===== src/rtl/mouse_trakball_if.sv =====
// Bus between the OSD/mouse/joystick side and the trak-ball converter.
interface mouse_trakball_if;
  logic        enable;
  logic        halt;
  logic [24:0] ps2_mouse;
  logic [8:0]  joy_in;
  logic [8:0]  joy_out;
  logic        active;

  modport master (output enable, halt, ps2_mouse, joy_in, input joy_out, active);
  modport slave  (input enable, halt, ps2_mouse, joy_in, output joy_out, active);
endinterface


===== src/rtl/mouse_trakball.sv =====
// PS/2 mouse -> Atari trak-ball quadrature on the joystick direction lines.
// Mouse deltas are accumulated per axis and replayed as one Gray-code step
// per divider tick, so a slow polling loop never misses a transition.
module mouse_trakball #(
  parameter int STEP_DIV = 2000,
  parameter int MAX_ACC  = 127,
  parameter int SHIFT    = 0
) (
  input  logic              clk_sys,
  input  logic              reset,
  mouse_trakball_if.slave   bus
);
  localparam int DW = $clog2(STEP_DIV);
  localparam logic signed [10:0] LIM = 11'(MAX_ACC);

  typedef enum logic {S_IDLE, S_TRACK} state_t;

  state_t             r_state, w_state_nxt;
  logic [DW-1:0]      r_div;
  logic               r_old_stb;
  logic signed [8:0]  r_acc_x, r_acc_y, w_acc_x_nxt, w_acc_y_nxt;
  logic [1:0]         r_ph_x, r_ph_y, w_ph_x_nxt, w_ph_y_nxt;
  logic [8:0]         r_joy, w_joy_nxt;
  logic               w_tick, w_stb, w_clear, w_add;
  logic signed [8:0]  w_raw_x, w_raw_y;
  logic signed [10:0] w_dx, w_dy, w_step_x, w_step_y;
  logic               w_unused;

  // Step direction is taken from the accumulator before this cycle's update.
  function automatic logic signed [10:0] f_step(input logic tick, input logic signed [8:0] acc);
    if (tick && !acc[8] && acc != 9'sd0) return 11'sd1;
    if (tick && acc[8])                  return -11'sd1;
    return 11'sd0;
  endfunction

  // Accumulate with clamping; motion past the limit is simply dropped.
  function automatic logic signed [8:0] f_acc(input logic signed [8:0] acc,
                                             input logic signed [10:0] add,
                                             input logic signed [10:0] step);
    logic signed [10:0] s;
    s = $signed({{2{acc[8]}}, acc}) + add - step;
    if (s > LIM)       s = LIM;
    else if (s < -LIM) s = -LIM;
    return s[8:0];
  endfunction

  // Gray -> binary, +/-1 mod 4, binary -> Gray.
  function automatic logic [1:0] f_phase(input logic [1:0] g, input logic [1:0] step);
    logic [1:0] b;
    b = {g[1], g[1] ^ g[0]} + step;
    return {b[1], b[1] ^ b[0]};
  endfunction

  assign w_unused = ^{bus.ps2_mouse[7:6], bus.ps2_mouse[3:2]};
  assign w_raw_x  = {bus.ps2_mouse[4], bus.ps2_mouse[15:8]};
  assign w_raw_y  = {bus.ps2_mouse[5], bus.ps2_mouse[23:16]};
  // Y negated at 11 bits so a -256 raw delta cannot overflow back to -256.
  assign w_dx     = $signed({{2{w_raw_x[8]}}, w_raw_x}) >>> SHIFT;
  assign w_dy     = -($signed({{2{w_raw_y[8]}}, w_raw_y}) >>> SHIFT);
  assign w_tick   = (r_div == DW'(STEP_DIV - 1));
  assign w_stb    = bus.ps2_mouse[24] ^ r_old_stb;
  assign w_clear  = bus.halt | ~bus.enable | (|bus.joy_in[3:0]);
  assign w_add    = w_stb & ~w_clear;
  assign w_step_x = f_step(w_tick, r_acc_x);
  assign w_step_y = f_step(w_tick, r_acc_y);

  // Mode FSM: any strobe arms tracking; halt, disable or real joystick drops it.
  always_comb begin
    w_state_nxt = r_state;
    if (w_clear)    w_state_nxt = S_IDLE;
    else if (w_stb) w_state_nxt = S_TRACK;
  end

  // Next accumulator/phase values and the output word built from them.
  always_comb begin
    w_acc_x_nxt = 9'sd0;
    w_acc_y_nxt = 9'sd0;
    w_ph_x_nxt  = 2'b00;
    w_ph_y_nxt  = 2'b00;
    if (!w_clear) begin
      w_acc_x_nxt = f_acc(r_acc_x, w_add ? w_dx : 11'sd0, w_step_x);
      w_acc_y_nxt = f_acc(r_acc_y, w_add ? w_dy : 11'sd0, w_step_y);
      w_ph_x_nxt  = f_phase(r_ph_x, w_step_x[1:0]);
      w_ph_y_nxt  = f_phase(r_ph_y, w_step_y[1:0]);
    end
    w_joy_nxt = bus.joy_in;
    if (w_state_nxt == S_TRACK)
      w_joy_nxt = {bus.joy_in[8:6],
                   bus.joy_in[5] | bus.ps2_mouse[1],
                   bus.joy_in[4] | bus.ps2_mouse[0],
                   w_ph_y_nxt[0], w_ph_y_nxt[1],
                   w_ph_x_nxt[0], w_ph_x_nxt[1]};
  end

  // State registers; old strobe is captured even in reset to avoid a false packet.
  always_ff @(posedge clk_sys) begin
    r_old_stb <= bus.ps2_mouse[24];
    if (reset) begin
      r_state <= S_IDLE;
      r_div   <= '0;
      r_acc_x <= 9'sd0;
      r_acc_y <= 9'sd0;
      r_ph_x  <= 2'b00;
      r_ph_y  <= 2'b00;
      r_joy   <= 9'h000;
    end else begin
      r_state <= w_state_nxt;
      r_div   <= w_tick ? '0 : r_div + 1'b1;
      r_acc_x <= w_acc_x_nxt;
      r_acc_y <= w_acc_y_nxt;
      r_ph_x  <= w_ph_x_nxt;
      r_ph_y  <= w_ph_y_nxt;
      r_joy   <= w_joy_nxt;
    end
  end

  assign bus.joy_out = r_joy;
  assign bus.active  = (r_state == S_TRACK);
endmodule


===== src/flat_wrapper.sv =====
// flat-port wrapper written by rule: the top's interface ports become plain ports
module mouse_trakball_flat 
#(
  parameter int STEP_DIV = 2000,
  parameter int MAX_ACC  = 127,
  parameter int SHIFT    = 0
)
  (clk_sys, reset, bus_enable, bus_halt, bus_ps2_mouse, bus_joy_in, bus_joy_out, bus_active);
  mouse_trakball_if bus_i ();
  input  logic clk_sys;
  input  logic reset;
  input wire logic [$bits(bus_i.enable)-1:0] bus_enable;
  input wire logic [$bits(bus_i.halt)-1:0] bus_halt;
  input wire logic [$bits(bus_i.ps2_mouse)-1:0] bus_ps2_mouse;
  input wire logic [$bits(bus_i.joy_in)-1:0] bus_joy_in;
  output wire logic [$bits(bus_i.joy_out)-1:0] bus_joy_out;
  output wire logic [$bits(bus_i.active)-1:0] bus_active;
  assign bus_i.enable = bus_enable;
  assign bus_i.halt = bus_halt;
  assign bus_i.ps2_mouse = bus_ps2_mouse;
  assign bus_i.joy_in = bus_joy_in;
  assign bus_joy_out = bus_i.joy_out;
  assign bus_active = bus_i.active;
  mouse_trakball #(.STEP_DIV(STEP_DIV), .MAX_ACC(MAX_ACC), .SHIFT(SHIFT)) u_core (.clk_sys(clk_sys), .reset(reset), .bus(bus_i));
endmodule

===== config.mk =====
export PLATFORM = sky130hd
export DESIGN_NAME = mouse_trakball_flat
export DESIGN_NICKNAME = d
export VERILOG_FILES = /design/src/rtl/mouse_trakball_if.sv /design/src/rtl/mouse_trakball.sv /design/src/flat_wrapper.sv
export SDC_FILE = /design/constraint.sdc
export NUM_CORES = 1
export LEC_CHECK = 0
export BUFFER_PORTS_ARGS = -buffer_cell sky130_fd_sc_hd__buf_2
export CAP_MARGIN = 20
export CORE_ASPECT_RATIO = 0.5
export CORE_UTILIZATION = 45
export DETAILED_ROUTE_END_ITERATION = 7
export PLACE_DENSITY_LB_ADDON = 0.2
export SLEW_MARGIN = 20
export SYNTH_ARGS = -nofsm -noshare
export SYNTH_HDL_FRONTEND = slang
export SYNTH_SLANG_ARGS = --single-unit

===== constraint.sdc =====
create_clock -name clk_sys -period 3.6 [get_ports clk_sys]
set_input_delay 0.18 -clock clk_sys [delete_from_list [all_inputs] [get_ports clk_sys]]
set_output_delay 0.18 -clock clk_sys [all_outputs]
set_load 0.02 [all_outputs]

[Yosys cells after proc, flatten, opt, wreduce, memory -nomap -nowiden]
Cells that the tools add are included.
Widths: inputs -> output; s select.
Operators by class
  multiplexer cells: 25
  reductions and logical operators: 15
  $add $sub $neg: 8
  bitwise operators: 12
  equal/unequal tests: 1
  $lt $le $gt $ge: 4
Operators by type and width (number)
  $mux 11: 10
  $add 9x11->11: 2
  $gt 11x8->1 const B: 2
  $lt 11x8->1 const B: 2
  $sub 11x11->11: 2
  $mux 9: 2
  $reduce_bool 9->1: 2
  $mux 7: 2
  $add 11x1->11 const B: 1
  $eq 11x11->1 const B: 1
  $neg 9->11: 1
  $mux 1: 8
  $logic_and 1x1->1: 6
  $mux 6: 1
  $reduce_or 3->1: 2
  $xor 1x1->1: 5
  $add 2x2->2: 2
  $mux 2: 2
  $or 1x1->1: 4
  $reduce_or 2->1: 2
  $reduce_or 4->1: 1
  $logic_not 1->1: 2
  $not 1->1: 2
  $and 1x1->1: 1
Word-level totals
  output and inout port bits: 10
  bits in registers: 44

[Longest topological paths before layout]
Gate-level depths: netlist of the first run.
  word-level depth: 11
  depth in mapped cells: 16

[Worst setup path after synthesis of the first run]
OpenSTA, ideal clock, no wires.
  kind: input to register
  from: in bus_halt
  to: reg u_core.r_acc_y[1]
  path slack: -0.257 ns
  data arrival time: 3.741 ns
  required time: 3.484 ns
  library setup time: 0.116 ns
  cell stages on the path: 14
  path through: or4b_4 nor3_4 clkbuf_1 nand2_1 fa_1 inv_1 fa_1 a211oi_1 o21bai_1 a21oi_1 xnor2_1 nor4_1 o21ai_1 a31o_1
Between the ends
  longest elaborated chain between the ends: 10
  elaborated cells between the ends (all ways): 12
Ends and longest elaborated chain
  from (decl): line flat_wrapper.sv:13  | input wire logic [$bits(bus_i.halt)-1:0] bus_halt;
  $or 1x1->1 (*) (2 in a row): line mouse_trakball.sv:62  | assign w_clear = bus.halt | ~bus.enable | (|bus.joy_in[3:0]);
  $not 1->1: line mouse_trakball.sv:63  | assign w_add = w_stb & ~w_clear;
  $and 1x1->1: line mouse_trakball.sv:63
  $mux 11: line mouse_trakball.sv:82  | w_acc_y_nxt = f_acc(r_acc_y, w_add ? w_dy : 11'sd0, w_step_y);
  $add 9x11->11: line mouse_trakball.sv:41  | s = $signed({{2{acc[8]}}, acc}) + add - step;
  $sub 11x11->11: line mouse_trakball.sv:41
  $lt 11x8->1: line mouse_trakball.sv:43  | else if (s < -LIM) s = -LIM;
  $mux 9: line mouse_trakball.sv:43
  $mux 7: line mouse_trakball.sv:42  | if (s > LIM) s = LIM;
  to (signal assigned): line mouse_trakball.sv:110  | r_acc_y <= w_acc_y_nxt;
  to (decl): line mouse_trakball.sv:21  | logic signed [8:0] r_acc_x, r_acc_y, w_acc_x_nxt, w_acc_y_nxt;
Mark *: on every way between the ends. The rest lies on a longest branch, timed or not.
A chain may end at the register's enable or synchronous reset.

[Worst setup path after layout of the first run]
  from: reg u_core.r_div[5]
  to: reg u_core.r_acc_y[5]
Between the ends
  longest elaborated chain between the ends: 10
  elaborated cells between the ends (all ways): 15
Ends and longest elaborated chain
  from (decl): line mouse_trakball.sv:19  | logic [DW-1:0] r_div;
  from (signal assigned): line mouse_trakball.sv:108  | r_div <= w_tick ? '0 : r_div + 1'b1;
  $eq 11x11->1 (*): line mouse_trakball.sv:60  | assign w_tick = (r_div == DW'(STEP_DIV - 1));
  $logic_and 1x1->1: line mouse_trakball.sv:32  | if (tick && acc[8]) return -11'sd1;
  $mux 1 (2 in a row): line mouse_trakball.sv:32
  $mux 11: line mouse_trakball.sv:33  | return 11'sd0;
  $mux 11 (*): line mouse_trakball.sv:32
  $sub 11x11->11 (*): line mouse_trakball.sv:41
  $lt 11x8->1: line mouse_trakball.sv:43
  $mux 9: line mouse_trakball.sv:43
  $mux 7 (*): line mouse_trakball.sv:42
Mark *: on every way between the ends. The rest lies on a longest branch, timed or not. The select of a mux whose other input is x is not followed.

==> results of run 1 <==
==> what timing repair did <==
item | in CTS | in global routing
endpoints found under the setup margin | 16 | 16
buffers inserted | 1 | 8
resized for setup | 15 | 43
pin swaps | 6 | 20
==> where the power goes <==
group	leakage [nW]	total, mW	switching (mW)	internal, mW
clock	0.0871	0.529	0.182	0.347
sequential	0.359	0.499	0.00316	0.496
combinational	1.86	0.196	0.0901	0.106
==> final cells by class <==
class,count,area share
inverters,66,0.0495
flip-flops and latches,44,0.174
multi-input cells,295,0.537
repair buffers,132,0.181
clock inverters,2,0.00764
clock buffers,6,0.0273
well taps,96,0.0237
==> cell usage after synthesis, types with 3 or more instances <==
cell      number  area (sq um)
nor2b_1        5          31.3
and3_1         4          25.0
ha_1          26           325
fa_1          19           380
o21bai_1       3          22.5
nor3_1        14          70.1
and2_1         8          50.1
nor4_1         5          31.3
a31o_1         5          43.8
or3_1          4          25.0
o21ai_0        9          45.0
a211oi_1       4          30.0
xor2_1        12           105
clkbuf_1       6          22.5
nand2_1       24          90.1
nor2_1        36           135
o21a_1         3          22.5
or2_2          3          18.8
dfxtp_1       44           881
inv_1         66           248
nand3_1        9          45.0
a21o_1         7          52.6
a21oi_1       26           130
xnor2_1       29           254
o211ai_1       4          30.0
==> per-stage QoR <==
step / setup TNS [ns] / power, mW / std cells / hold WS, ns / setup slack [ns]
global route: -1.92 / 1.27 / 641 / 0.0197 / -0.185
finish: -0.208 / 1.22 / 641 / 0.0268 / -0.0474
global placement: -2.30 / 0.682 / 625 / 0.309 / -0.221
detailed placement: -2.84 / 0.684 / 625 / 0.314 / -0.246
CTS: -0.000806 / 1.21 / 634 / 0.0238 / -0.000806
floorplan: -0.220 / 0.608 / 411 / 0.208 / -0.0792
==> state kept, by name, indices dropped and copies added (netlist names) <==
| register | flops |
|---|---|
| u_core.r_ph_x | 2 |
| u_core.bus.joy_out | 9 |
| u_core.r_ph_y | 2 |
| u_core.r_div | 11 |
| u_core.r_acc_y | 9 |
| u_core.r_old_stb | 1 |
| u_core.bus.active | 1 |
| u_core.r_acc_x | 9 |
==> per-layer routing <==
metal  up-vias  track usage  routed length (microns)
li1       1646            -                        -
met5         -            0                        0
met3         2       0.0251                       81
met2        21        0.394                     4200
met4         0       0.0271                       29
met1      1499        0.266                     3920
==> layout by cell type (no fill, tap or decap), types with 8 or more instances in the layout <==
cell type and n:
a21oi_1 19, buf_2 43, buf_4 84, dfxtp_1 42, fa_1 17, ha_1 14, ha_4 10, inv_1 57
inv_2 8, nand2_1 21, nand3_1 8, nor2_1 35, nor3_1 11, xnor2_1 27, xor2_1 12
==> worst max-delay path: stages (launching register included) <==
cell	delay, ns
dfxtp_2	0.32
or3b_4	0.42
nor3_4	0.24
nand2_2	0.11
clkinvlp_4	0.15
fa_1	0.44
inv_2	0.11
ha_4	0.22
a211oi_4	0.24
o21bai_1	0.13
o32ai_2	0.26
xnor2_1	0.13
or3_4	0.40
nor3b_4	0.18
a31o_1	0.20
==> worst paths after layout <==
check	start	end	slack (ns)	cells after the start
hold / removal	bus_ps2_mouse[24]	u_core.r_old_stb	0.03	1
setup reg to reg	u_core.r_div[5]	u_core.r_acc_y[5]	-0.05	14
hold reg to reg	u_core.r_div[0]	u_core.r_div[0]	0.53	2
setup / recovery	u_core.r_div[5]	u_core.r_acc_y[5]	-0.05	14
==> kinds of logic after synthesis <==
| group | count (synthesis) |
|---|---|
| adders and majority gates | 45 |
| buffers and inverters | 72 |
| AOI/OAI and AO/OA | 77 |
| muxes | 1 |
| and+or+nand+nor | 128 |
| DFF | 44 |
| xor gates and xnor gates | 44 |
==> results.md, run 1 <==
* Post-Synth Simple-Gate Area at 0.195
* Largest family of logic cells by synthesized area: adder cells
* Post-Route Skew at 0.00847 ns
* Hold Fails Final Rpt at 0
* Synth Area in Compound Gates at 0.150
* Violated checks: negative setup slack
* Outcome: finished, violations left
* Pwr/cell area at 241 mW/mm^2
* Vias at 3168
* Synth Area in XOR/XNOR at 0.118
* Root buf cell: clkbuf_16
* Top Ports at 48
* Footprint of the multi-input gates at 0.00273 sq mm
* Reg clk slew, reported paths at 0.06 ns
* Chip Width at 126 microns
* Area Overhead vs Synth at 46.3%
* #FFs+latches synth at 44
* Row count at 22
* Layout cells sized above 1 at 0.404
* Final WS setup at -0.0474 ns
* Fill cell count at 579
* Syn nets at 494
* Initial core utilization at 0.469
* Chip height at 64.1 microns
* Register Area at 883 sq um
* Max-slew headroom at 0.709
* Clk Latency, worst-skew pair at 0.28 ns
* Number of flops mapped to enable cells by yosys at 0
* Setup crit start kind: flop
* Final max-slew violation count at 0
* Unrepaired setup endpoints after global routing: yes
* Crit end category: flop
* Drt total wl at 8230 microns
* Final instance area at 0.00508 sq mm
* Post-route DRC at 0
* Pre-Repair DR Iteration Count at 4
* Port buffer count at 43
* CTS tree: done
* Mean Syn Cell Area at 8.44 sq um
* Min Clock Period, post-route at 3.65 ns
* Final setup fails at 5
* Final period util at 1.01
* Mapped Cells at 411
* Post-Synth Adder-Cell Area at 0.203
* Initial antenna violation count at 0
* Synthesis Warnings at 0
* Core footprint at 0.00740 sq mm
* CTS Hold Bufs at 0
* DRT iter0 DRCs at 129
* WP data required at 3.77 ns
* Vias in the first global route at 3028
* CTS Buffer Depth at 2
* Static Leak at 2.31 nW
* Post-Syn Area at 0.00347 sq mm
* Async SR Flop Fraction at 0
* DR WL/cell at 12.8 microns
* Cell variety after synth at 51
* Worst Path Arrival at 3.81 ns
* Setup CP Type: reg2reg
* Post-synthesis mux area share at 0.00288
* ANT cells at 0
* Vias per inst at 4.94
* Layout Nets at 627
* Total die area at 0.00809 sq mm
* DP Wirelength at 6580 microns
* Antenna Nets Post-Route at 0
* Core Util, Final at 0.686
* Worst Path Max Fanout at 5
* GRT overflow at 0
* Least-Margin Pin Slew at 0.435 ns
* Total CTS buffers at 5
* Max Cap Viol at 0
* GR Util All Layers at 0.210
* Post-synth top flop: dfxtp_1
* H-tree Lvls at 2
* First-pass GRT wire length at 13600 microns
* Largest net degree at the start of global routing at 15
* Register area share after synthesis at 0.254
* HP Class: in2reg
* Clock sink count at 44
* Fmax at 274 MHz
* GPL Wtd Cong at 0.823
* Maximum VDD drop at 0.000239 V
* Dpl cell area at 0.00458 sq mm
Note: power is estimated with default switching activity, not from simulation.
==> run 2: changes to the inputs <==
--- a/config.mk
+++ b/config.mk
@@ -5,12 +5,12 @@
 export SDC_FILE = /design/constraint.sdc
 export NUM_CORES = 1
 export LEC_CHECK = 0
-export BUFFER_PORTS_ARGS = -buffer_cell sky130_fd_sc_hd__buf_2
 export CAP_MARGIN = 20
 export CORE_ASPECT_RATIO = 0.5
 export CORE_UTILIZATION = 45
 export DETAILED_ROUTE_END_ITERATION = 7
-export PLACE_DENSITY_LB_ADDON = 0.2
+export DONT_BUFFER_PORTS = 1
+export PLACE_DENSITY = 0.64
 export SLEW_MARGIN = 20
 export SYNTH_ARGS = -nofsm -noshare
 export SYNTH_HDL_FRONTEND = slang
==> results.md, run 2 (synthesized netlist as in run 1, its figures left out) <==
* Min Clock Period, post-route at 3.73 ns (+0.0843 ns)
* First-pass GRT wire length at 14600 microns (+7.6%)
* DRT iter0 DRCs at 142 (+10%)
* Max Cap Viol at 0 (unchanged)
* Placed Cells at 567 (-9.3%)
* Crit path launch: u_core.r_div[4]
* H-tree Lvls at 2 (unchanged)
* Reg clk slew, reported paths at 0.06 ns (about the same)
* DP Wirelength at 6810 microns (+3.6%)
* Area Overhead vs Synth at 40.7%
* Unrepaired setup endpoints after global routing: yes
* Maximum VDD drop at 0.000176 V (-27%)
* Clk Latency, worst-skew pair at 0.28 ns (about the same)
* GRT overflow at 0 (unchanged)
* Total die area at 0.00809 sq mm (unchanged)
* FF-to-FF path depth at 15 (+1)
* DR WL/cell at 15.4 microns (+20%)
* GPL Wtd Cong at 0.819 (-0.46%)
* Post-route DRC at 0 (unchanged)
* Most frequent cells in the layout: buf_4, inv_1, dfxtp_1
* Drt total wl at 9170 microns (+11%)
* Root buf cell: clkbuf_16
* RR Endpoint: u_core.r_acc_y[6]
* Setup crit end: u_core.r_acc_y[6]
* GR Util All Layers at 0.228 (+0.0178)
* Vias at 3151 (-0.54%)
* Commonest non-fill, non-tap cell in the layout: buf_4
* CTS Buffer Depth at 2 (unchanged)
* Worst Path Arrival at 3.91 ns (+0.10 ns)
* Outcome: finished, violations left
* Port buffer count at 0 (-100%)
* Setup slack, reg-to-reg at -0.13 ns (-0.08 ns)
* Total CTS buffers at 5 (unchanged)
* Top Ports at 48 (unchanged)
* Post-Route Skew at 0.00568 ns (-0.00279 ns)
* Layout cells sized above 1 at 0.356 (-0.0477)
* Violated checks: negative setup slack
* Pre-Repair DR Iteration Count at 6 (+2)
* Setup CP Type: reg2reg
* Vias per inst at 5.29 (+7.0%)
* Core footprint at 0.00740 sq mm (unchanged)
* Setup crit start kind: flop
* CTS tree: done
* Worst Path Max Fanout at 5 (unchanged)
* Pwr/cell area at 223 mW/mm^2 (-7.3%)
* Max-slew headroom at 0.673 (-0.0357)
* Reg-to-Reg Start: u_core.r_div[4]
* Vias in the first global route at 3192 (+5.4%)
* ANT cells at 0 (unchanged)
* Chip height at 64.1 microns (unchanged)
* Largest register FFs at 11 (unchanged)
* Final WS setup at -0.132 ns (-0.0843 ns)
* HP Class: in2reg
* Clock sink count at 44 (unchanged)
* Fmax at 268 MHz (-2.3%)
* Fin Setup TNS at -0.819 ns (-0.611 ns)
* Final max-slew violation count at 0 (unchanged)
* WP data required at 3.78 ns (about the same)
* HP Start: bus_joy_in[0]
* Largest net degree at the start of global routing at 13 (-2)
* Crit end category: flop
* Antenna Nets Post-Route at 0 (unchanged)
* Top reg by flops: u_core.r_div
* Initial antenna violation count at 0 (unchanged)
* Layout Nets at 583 (-7.0%)
* Initial core utilization at 0.469 (unchanged)
* Final setup fails at 10 (+5)
* Finished Layout Cells at 596 (-7.0%)
* Hold Fails Final Rpt at 0 (unchanged)
* Least-Margin Pin Slew at 0.486 ns (+0.0507 ns)
* Final period util at 1.04 (+0.0234)
* Static Leak at 2.13 nW (-7.8%)
* Chip Width at 126 microns (unchanged)
* Row count at 22 (unchanged)
-- run 2: changes by cell type in the layout (fill, tap and decap cells not counted), sizes merged --
cell	change
buf	-46
dlygate4sd3	+2
bufinv	-1
-- run 2: area by class of cell --
class / instances / area (sq um)
fill: 557 / 2520
multi-input combinational: 295 / 2790
timing repair buffer: 88 / 706
sequential: 44 / 883
clock inverter: 1 / 5.00
clock buffer: 6 / 129
inverter: 66 / 256
tap: 96 / 120
-- run 2: through the flow --
| step | setup WS (ns) | utilization | power [mW] | hold slack (ns) | cell area (sq um) |
|---|---|---|---|---|---|
| 2_1_floorplan | -0.0792 | - | 0.608 | 0.208 | 3650 |
| 3_3_place_gp | -0.0936 | 0.572 | 0.639 | 0.208 | 4240 |
| 3_5_place_dp | -0.262 | 0.572 | 0.645 | 0.208 | 4240 |
| 4_1_cts | 0.000339 | 0.621 | 1.08 | 0.0202 | 4600 |
| 5_1_grt | -0.357 | 0.660 | 1.13 | 0.0289 | 4880 |
| 6_report | -0.132 | 0.660 | 1.09 | 0.0208 | 4880 |
-- run 2: worst max-delay path, cell delays in order, from the launching register on --
cell and delay [ns]:
dfxtp_2 0.32, or3b_4 0.42, nor3_4 0.21, nand2_2 0.11, clkinvlp_4 0.15, fa_1 0.45
inv_2 0.10, ha_4 0.21, a211oi_4 0.31, o21bai_2 0.11, o32ai_4 0.31, xnor2_2 0.13
buf_4 0.16, nor4_1 0.35, nor2_1 0.08, o21a_1 0.19
-- run 2: per-layer routing --
| metal | track usage | wire length (microns) |
|---|---|---|
| met1 | 0.277 | 3960 |
| met5 | 0 | 0 |
| met4 | 0.0482 | 57 |
| met3 | 0.0302 | 236 |
| met2 | 0.432 | 4920 |
-- run 2: worst min path at each step --
stage,to,cells past startpoint
2_1_floorplan,u_core.r_old_stb,0
3_3_place_gp,u_core.r_old_stb,0
3_5_place_dp,u_core.r_old_stb,0
4_1_cts,u_core.bus.joy_out[0],2
5_1_grt,u_core.bus.joy_out[6],1
6_report,u_core.bus.joy_out[0],2
-- run 2: repair_timing --
action                                 in CTS  in global routing
pin swaps                                  17                 41
hold buffers                                2                  0
setup endpoints to repair                  16                 16
setup buffers                              11                  9
endpoints found under the hold margin      12                  0
resized for setup                          24                 48
-- run 2: report_power, final --
| part | switching (mW) | internal, mW |
|---|---|---|
| registers | 0.0119 | 0.496 |
| clock network | 0.171 | 0.252 |
| logic | 0.0752 | 0.0840 |
